## src/rtl/tilemap_addr_gen.sv

```systemverilog
// -----------------------------------------------------------------------------
// tilemap_addr_gen
//   Scroll and address generator for a multi-layer tilemap video pipeline.
//   It keeps the beam H/V counters and the double-buffered per-layer scroll
//   registers. It time-multiplexes tile RAM fetches across the layers. It
//   stages the fetched index/attribute bytes and produces the tile graphics
//   PROM address for each layer.
//
// Ports
//   CLK_6M  in   pixel clock, all state on rising edge
//   nRST    in   asynchronous active-low reset
//   nHSYNC  in   horizontal sync, active-low
//   nVSYNC  in   vertical sync, active-low
//   FLIP    in   horizontal mirror of the beam position
//   nLATCH  in   CPU scroll register write strobe, active-low
//   CA      in   CPU address {layer, reg[1:0]}
//   CD      in   CPU write data
//   RD      in   tile RAM read data
//   RA      out  tile RAM address {layer, row[4:0], col[5:0], byte}
//   GA      out  tile PROM address {attr[1:0], index[7:0], tilerow[2:0], nibble}
//   H2      out  per-layer scrolled-x bit 2 (nibble phase)
// -----------------------------------------------------------------------------
module tilemap_addr_gen #(
  parameter int                    NUM_LAYERS      = 2,
  parameter int                    H_TOTAL         = 384,
  parameter logic [NUM_LAYERS-1:0] AUTOSCROLL_MASK = '0,
  localparam int                   LW              = $clog2(NUM_LAYERS)
) (
  input  logic                  CLK_6M,
  input  logic                  nRST,
  input  logic                  nHSYNC,
  input  logic                  nVSYNC,
  input  logic                  FLIP,
  input  logic                  nLATCH,
  input  logic [LW+1:0]         CA,
  input  logic [7:0]            CD,
  input  logic [7:0]            RD,
  output logic [LW+11:0]        RA,
  output logic [13:0]           GA,
  output logic [NUM_LAYERS-1:0] H2
);

  localparam logic [8:0] H_LAST = 9'(H_TOTAL - 1);

  // Beam counters and sync history
  logic [8:0] h_q, v_q;
  logic       hs_q, vs_q;
  logic       hs_fall, vs_fall;

  // Scroll registers: pending (CPU side) and active (current frame)
  logic [8:0] pend_h_q   [NUM_LAYERS];
  logic [8:0] pend_h_d   [NUM_LAYERS];
  logic [7:0] pend_v_q   [NUM_LAYERS];
  logic [7:0] pend_v_d   [NUM_LAYERS];
  logic [2:0] pend_pri_q [NUM_LAYERS];
  logic [2:0] pend_pri_d [NUM_LAYERS];
  logic [8:0] act_h_q    [NUM_LAYERS];
  logic [7:0] act_v_q    [NUM_LAYERS];
  logic [2:0] act_pri_q  [NUM_LAYERS];
  logic       cpu_h_wr   [NUM_LAYERS];

  // Scrolled coordinates
  logic [8:0] eh;
  logic [8:0] sx [NUM_LAYERS];
  logic [7:0] sy [NUM_LAYERS];

  // Fetch pipeline
  logic [2:0]    phase;
  logic [LW-1:0] fetch_layer;
  logic [LW-1:0] ga_layer;
  logic [LW+11:0] ra_d, ra_q;
  logic [LW-1:0] ra_layer_q;
  logic          ra_byte_q;
  logic [7:0]    stg_idx_q  [NUM_LAYERS];
  logic [1:0]    stg_attr_q [NUM_LAYERS];
  logic [9:0]    shadow_q   [NUM_LAYERS];
  logic [2:0]    sx_lo_q    [NUM_LAYERS];
  logic [13:0]   ga_d, ga_q;
  logic [NUM_LAYERS-1:0] h2_d, h2_q;

  // Priority is held for a downstream mixer and V[8] has no consumer here.
  logic unused_bits;

  assign hs_fall = hs_q & ~nHSYNC;
  assign vs_fall = vs_q & ~nVSYNC;

  assign eh          = FLIP ? (H_LAST - h_q) : h_q;
  assign phase       = h_q[2:0];
  // For two layers phase[1] alone selects the layer, so phases 4-7 repeat 0-3.
  assign fetch_layer = phase[LW:1];
  assign ga_layer    = h_q[LW-1:0];

  always_comb begin
    for (int l = 0; l < NUM_LAYERS; l++) begin
      sx[l] = act_h_q[l] + eh;
      sy[l] = act_v_q[l] + v_q[7:0];
    end
  end

  // CPU write decode merged into pending state. Auto-scroll increments the
  // pending hscroll at frame start unless the CPU writes that hscroll in the
  // same clock, in which case the CPU value is taken as is.
  always_comb begin
    for (int l = 0; l < NUM_LAYERS; l++) begin
      pend_h_d[l]   = pend_h_q[l];
      pend_v_d[l]   = pend_v_q[l];
      pend_pri_d[l] = pend_pri_q[l];
      cpu_h_wr[l]   = 1'b0;
      if (!nLATCH && (CA[LW+1:2] == LW'(l))) begin
        case (CA[1:0])
          2'b00: begin
            pend_h_d[l][7:0] = CD;
            cpu_h_wr[l]      = 1'b1;
          end
          2'b01: begin
            pend_h_d[l][8] = CD[0];
            pend_pri_d[l]  = CD[3:1];
            cpu_h_wr[l]    = 1'b1;
          end
          2'b10:   pend_v_d[l] = CD;
          default: ;
        endcase
      end
      if (vs_fall && AUTOSCROLL_MASK[l] && !cpu_h_wr[l]) begin
        pend_h_d[l] = pend_h_q[l] + 9'd1;
      end
    end
  end

  always_comb begin
    ra_d = {fetch_layer, sy[fetch_layer][7:3], sx[fetch_layer][8:3], phase[0]};
    ga_d = {shadow_q[ga_layer], sy[ga_layer][2:0], sx[ga_layer][2]};
    for (int l = 0; l < NUM_LAYERS; l++) h2_d[l] = sx[l][2];
  end

  always_comb begin
    unused_bits = v_q[8];
    for (int l = 0; l < NUM_LAYERS; l++) unused_bits = unused_bits ^ (^act_pri_q[l]);
  end

  always_ff @(posedge CLK_6M or negedge nRST) begin
    if (!nRST) begin
      h_q        <= '0;
      v_q        <= '0;
      hs_q       <= 1'b0;
      vs_q       <= 1'b0;
      ra_q       <= '0;
      ra_layer_q <= '0;
      ra_byte_q  <= 1'b0;
      ga_q       <= '0;
      h2_q       <= '0;
      for (int l = 0; l < NUM_LAYERS; l++) begin
        pend_h_q[l]   <= '0;
        pend_v_q[l]   <= '0;
        pend_pri_q[l] <= '0;
        act_h_q[l]    <= '0;
        act_v_q[l]    <= '0;
        act_pri_q[l]  <= '0;
        stg_idx_q[l]  <= '0;
        stg_attr_q[l] <= '0;
        shadow_q[l]   <= '0;
        sx_lo_q[l]    <= '0;
      end
    end else begin
      hs_q <= nHSYNC;
      vs_q <= nVSYNC;
      h_q  <= hs_fall ? 9'd0 : h_q + 9'd1;
      if (vs_fall)      v_q <= 9'd0;
      else if (hs_fall) v_q <= v_q + 9'd1;

      for (int l = 0; l < NUM_LAYERS; l++) begin
        pend_h_q[l]   <= pend_h_d[l];
        pend_v_q[l]   <= pend_v_d[l];
        pend_pri_q[l] <= pend_pri_d[l];
        if (vs_fall) begin
          act_h_q[l]   <= pend_h_d[l];
          act_v_q[l]   <= pend_v_d[l];
          act_pri_q[l] <= pend_pri_d[l];
        end
        // Staged bytes become visible only when this layer crosses a tile edge.
        sx_lo_q[l] <= sx[l][2:0];
        if (sx_lo_q[l] == 3'd7 && sx[l][2:0] == 3'd0) begin
          shadow_q[l] <= {stg_attr_q[l], stg_idx_q[l]};
        end
      end

      // RD belongs to the address presented on the previous clock.
      if (!ra_byte_q) stg_idx_q[ra_layer_q]  <= RD;
      else            stg_attr_q[ra_layer_q] <= RD[1:0];

      ra_q       <= ra_d;
      ra_layer_q <= fetch_layer;
      ra_byte_q  <= phase[0];
      ga_q       <= ga_d;
      h2_q       <= h2_d;
    end
  end

  assign RA = ra_q;
  assign GA = ga_q;
  assign H2 = h2_q;

endmodule
```

## config.mk

```make
export PLATFORM = sky130hd
export DESIGN_NAME = tilemap_addr_gen
export DESIGN_NICKNAME = d
export VERILOG_FILES = /design/src/rtl/tilemap_addr_gen.sv
export SDC_FILE = /design/constraint.sdc
export NUM_CORES = 1
export LEC_CHECK = 0
export CAP_MARGIN = 20
export CORE_MARGIN = 8
export CORE_UTILIZATION = 53
export CTS_CLUSTER_SIZE = 10
export DETAILED_ROUTE_END_ITERATION = 7
export HOLD_SLACK_MARGIN = 0.05
export PLACE_DENSITY = 0.76
export SETUP_SLACK_MARGIN = 0.1
export SLEW_MARGIN = 20
export SYNTH_ARGS = -nofsm -noshare
export SYNTH_HDL_FRONTEND = slang
export SYNTH_SLANG_ARGS = --single-unit
```

## constraint.sdc

```tcl
create_clock -name CLK_6M -period 2.5 [get_ports CLK_6M]
set_input_delay 0.25 -clock CLK_6M [delete_from_list [all_inputs] [get_ports CLK_6M]]
set_output_delay 0.25 -clock CLK_6M [all_outputs]
set_load 0.03 [all_outputs]
```

# == Word-level counts from Yosys, hierarchy flattened ==
# Cells that the tools add are included.
# classes
add_sub_neg,7
n_lt_le_gt_ge,4
eq_ne,4
muxes,35
bitwise_logic,8
n_reduce_logical,10
# ops
op,count
$mux W9,9
$mux W8,10
$mux W10,3
$add A9 B1 Y9 const B,2
$add A9 B9 Y9,2
$mux W3,6
$add A8 B8 Y8,2
$bwmux W16,1
$sub A9 B9 Y9 const A,1
$demux W8 S1,1
$eq A3 B3 Y1 const B,2
$ge A2 B2 Y1 const B,3
$logic_not A3 Y1,2
$not A1 Y2,3
$logic_and A1 B1 Y1,5
$bwmux W4,1
$not A1 Y1,3
$and A1 B1 Y1,2
$demux W2 S1,1
$eq A2 B1 Y1 const B,1
$eq A2 B2 Y1 const B,1
$logic_not A2 Y1,1
$lt A2 B1 Y1 const B,1
$mux W1,2
other kinds (3),3
# word_totals
register_bits,165
out_inout_bits,29
word_cells,93

# == Longest topological paths before layout ==
# depth
ltp_word,6
depth_mapped,12
mapped_depth_nobuf,10

# == Worst setup path after synthesis ==
# No wires, ideal clock.
# synth_path
path_kind,reg2reg
from,reg h_q[0]
to,reg shadow_q[10] (netlist name)
arrival_ns,2.635
required_ns,2.375
setup_slack_ns,-0.259
path_stages_with_launch,10
path_buffers,2
period_less_slack_ns,2.759
cell_sequence,dfrtp_1 buf_2 buf_1 xor2_1 ha_1 inv_1 fa_1 xnor2_1 nor3_4 mux2_2
# synth_via
elab_chain_cells,5
# synth_lines
element,line,rtl
"start, declared",46,"logic [8:0] h_q, v_q;"
"start signal, assigned",167,h_q <= hs_fall ? 9'd0 : h_q + 9'd1;
$sub A9 B9 Y9,87,assign eh = FLIP ? (H_LAST - h_q) : h_q;
$mux W9 (*),87,
$add A9 B9 Y9 (*),95,sx[l] = act_h_q[l] + eh;
net h2_d[0],79,"logic [NUM_LAYERS-1:0] h2_d, h2_q;"
$logic_not A3 Y1 (*),182,if (sx_lo_q[l] == 3'd7 && sx[l][2:0] == 3'd0) begin
$logic_and A1 B1 Y1 (*),182,
"end signal, assigned by index",183,"shadow_q[l] <= {stg_attr_q[l], stg_idx_q[l]};"
"end, declared",76,logic [9:0] shadow_q [NUM_LAYERS];
# The timed path passes the listed nets; every way through them passes the cells marked *.
# A chain may end at the register's enable or synchronous reset.

# == Worst setup path in the final report ==
# layout_path
from,in FLIP
to,reg shadow_q[6] (netlist name)
# layout_via
elab_chain_cells,4
# layout_lines
element,line,rtl
"start, declared",33,"input logic FLIP,"
$mux W9,87,
$add A9 B9 Y9,95,
$logic_not A3 Y1,182,
$logic_and A1 B1 Y1,182,
# No other way between the ends.

==> results.yml <==
sta:
  finalHoldViolCount: 0
  report.final.slew_viol_count: 0
  tightest_slew_ps: 839
  layout_worst_path_cycle_share_pct: 94.4
  setup_viol: 0
  max_freq_ghz: 0.424
  rsz0062_at_grt: "true"
  max_slew_margin_pct: 43.8
  fin_crit_ps: 2360
  finClkSkew_ps: 8.94
floorplan:
  io_pins: 54
  core_sq_um: 13800
  die_y_microns: 134
  dieArea_sq_um: 18000
  initial_core_util_pct: 53.7
  die_x_microns: 134
  num_rows: 43
place:
  port_buffers: 53
  dp_hpwl_microns: 10900
  placed_cells: 873
  gp_congestion: 0.869
power:
  finalPower_mw: 9.92
  leakage_nw: 4.18
  internal_power_mw: 6.69
  power.switching_mw: 3.24
  peakVddDrop_mv: 0.457
  p_sw_share_pct: 32.6
  pwr-share-seq_pct: 39.0
  p_comb_share_pct: 34.1
  clockPowerShare_pct: 27.0
  p_per_area_nw_per_um2: 1100
clock_network:
  cts_root_buf: "clkbuf_16"
  clk_latency_ps: 420
  cts_buffers: 17
  post_cts_buffers: 0
  cts_tree: "done"
  clk_path_buf_depth: 2
  path_clk_slew_ps: 60
  clock-sinks: 160
  htree_num_levels: 4
grt:
  grt_pass1_wl_microns: 26300
  grt_usage_pct: 18.2
  grt_max_degree: 72
  grt_antenna_before_repair: 0
  first_global_vias: 5380
  gr-total-overflow: 0
flow_run:
  cap_violations: 0
setup_path:
  worstReg2RegEnd: "shadow_q[6]$_DFFE_PN0P_"
  cp_max_fo: 10
  ff2ff_path_depth: 8
  worst-setup-path-type: "input pin to flip-flop"
  crit_path_end: "shadow_q[6]$_DFFE_PN0P_"
  r2r_start: "h_q[0]$_DFF_PN0_"
  reg2reg_slack_ps: 160
  required_ps: 2800
  crit_path_start: "FLIP"
  worstPathArrival_ps: 2660
  startpoint_type: "input pin"
  end_kind: "flip-flop"
yosys:
  synth.most_common_cell: "dfrtp_1"
  yosys-top-cells-area: "dfrtp_1, mux2_2, ha_1, nand2_1, xor2_1"
  avgSynthCellArea_sq_um: 11.7
  synth_edf_count: 0
  synth-async-reset-ratio_pct: 100
  yosys_register_bits: 160
  synth_area_sq_um: 7400
  syn-num-nets: 694
  synth_ff_type: "dfrtp_1"
  ys_seq_area_share_pct: 54.1
  synth_commonest_cells: "dfrtp_1, nand2_1, mux2_2"
  synth_warnings: 0
  synth_cells: 631
  yosysUniqueCellTypes: 46
  yosysTopAreaCell: "dfrtp_1"
  synth_top_area_share_pct: 54.1
detailed_routing:
  drt-total-wl_microns: 15300
  avgRoutedWirePerCell_microns: 16.9
  dr.pass1.iters: 5
  drc: 0
  vias: 4860
  vias_per_cell: 5.36
  detail-route-antenna-nets: 0
  drtIter0Drc: 223
cells_and_area:
  syn2layout_area_growth_pct: 21.6
  drive_gt1_share_pct: 23.7
  final_cells: 906
  n_antenna_cell: 0
  nets: 776
hold_path:
  hold_class: "input pin to flip-flop"
run_status:
  status: "finished clean"
[power by group through the flow]
stage / Clock, mW / Combinational [mW] / Sequential, mW
floorplan: 0 / 1.90 / 4.15
global placement: 0 / 3.25 / 3.85
detailed placement: 0 / 3.37 / 3.90
CTS: 2.72 / 3.41 / 3.87
global route: 2.83 / 3.70 / 3.97
finish: 2.68 / 3.38 / 3.87
[layout by cell type (no fill, tap or decap), types with 3 or more instances in the layout]
cell	n
o21ai_0	18
inv_6	4
or3_1	4
buf_4	28
clkinvlp_4	3
ha_1	32
mux2i_1	5
nand2b_1	8
xnor2_1	18
clkdlybuf4s50_1	52
mux2_4	3
nand4_1	4
nor3_4	4
nor2b_1	6
inv_1	18
nor2_1	29
buf_12	3
a21o_1	5
a31oi_1	3
mux2_2	85
nand2_1	105
xor2_2	3
nor3_1	5
a21oi_1	24
xor2_1	18
and3_1	3
dfrtp_1	160
bufinv_16	3
clkbuf_16	17
nand3_1	13
[logic make-up after synthesis]
| family | after synthesis | synth area share, % |
|---|---|---|
| AO/OA/AOI/OAI | 64 | 5.05 |
| XOR/XNOR | 41 | 4.85 |
| adder cells (fa/ha/maj) | 38 | 6.83 |
| buffers and inverters | 41 | 2.42 |
| flip-flops | 160 | 54.1 |
| multiplexers | 93 | 14.1 |
| AND/OR/NAND/NOR | 194 | 12.6 |
[flip-flops by register name, indices dropped and copies added (netlist names), 12 cells and up]
signal,count
shadow_q,20
act_h_q,18
pend_h_q,18
act_v_q,16
pend_v_q,16
stg_idx_q,16
GA,14
RA,12
[layout make-up]
cell class | instances | area [sq um]
fill | 1022 | 4770
timing repair buffer | 85 | 812
clock inverter | 14 | 181
clock buffer | 18 | 429
inverter | 19 | 71.3
multi-input combinational | 430 | 3280
tap | 180 | 225
sequential | 160 | 4000
[how the worst min path moves through the flow]
| stage | from | end | slack [ps] | cells past startpoint |
|---|---|---|---|---|
| floorplan | nRST | GA[0]$_DFF_PN0_ | -50 | 0 |
| CTS | nHSYNC | hs_q$_DFF_PN0_ | 280 | 1 |
| global route | nHSYNC | hs_q$_DFF_PN0_ | 320 | 1 |
| finish | nHSYNC | hs_q$_DFF_PN0_ | 300 | 1 |
| global placement | nRST | stg_idx_q[10]$_DFFE_PN0P_ | 280 | 1 |
| detailed placement | nRST | stg_idx_q[2]$_DFFE_PN0P_ | 300 | 1 |
[critical path, cell delays in order]
cell	delay, ps
clkdlybuf4s50_1	570
xor2_2	190
ha_2	220
inv_1	60
fa_2	540
nand4_1	130
nor3_4	190
buf_12	170
mux2_2	340
[layer usage]
metal | vias to the layer above | global-route usage [%] | share of wire (%)
li1 | 2312 | - | -
met1 | 2429 | 21.9 | 43
met2 | 95 | 30.6 | 51
met3 | 24 | 4.79 | 4.1
met4 | 0 | 7.11 | 1.8
met5 | - | 0 | 0
[per-stage QoR]
step	area (sq um)	util [%]	TNS, ps	worst slack [ps]	hold WS (ps)
floorplan	7460	-	0	8.21	-45.6
global placement	8370	60.8	-3120	-162	284
global route	9000	65.3	0	48.0	316
detailed placement	8370	60.8	-4670	-243	300
finish	9000	65.3	0	141	298
CTS	8990	65.3	0	139	284
[repair_timing]
item	CTS	global route
endpoints found under the setup margin	0	13
resized for setup	0	2
endpoints found under the hold margin	68	0
hold buffers	1	0
Note: power is estimated with default switching activity, not from simulation.
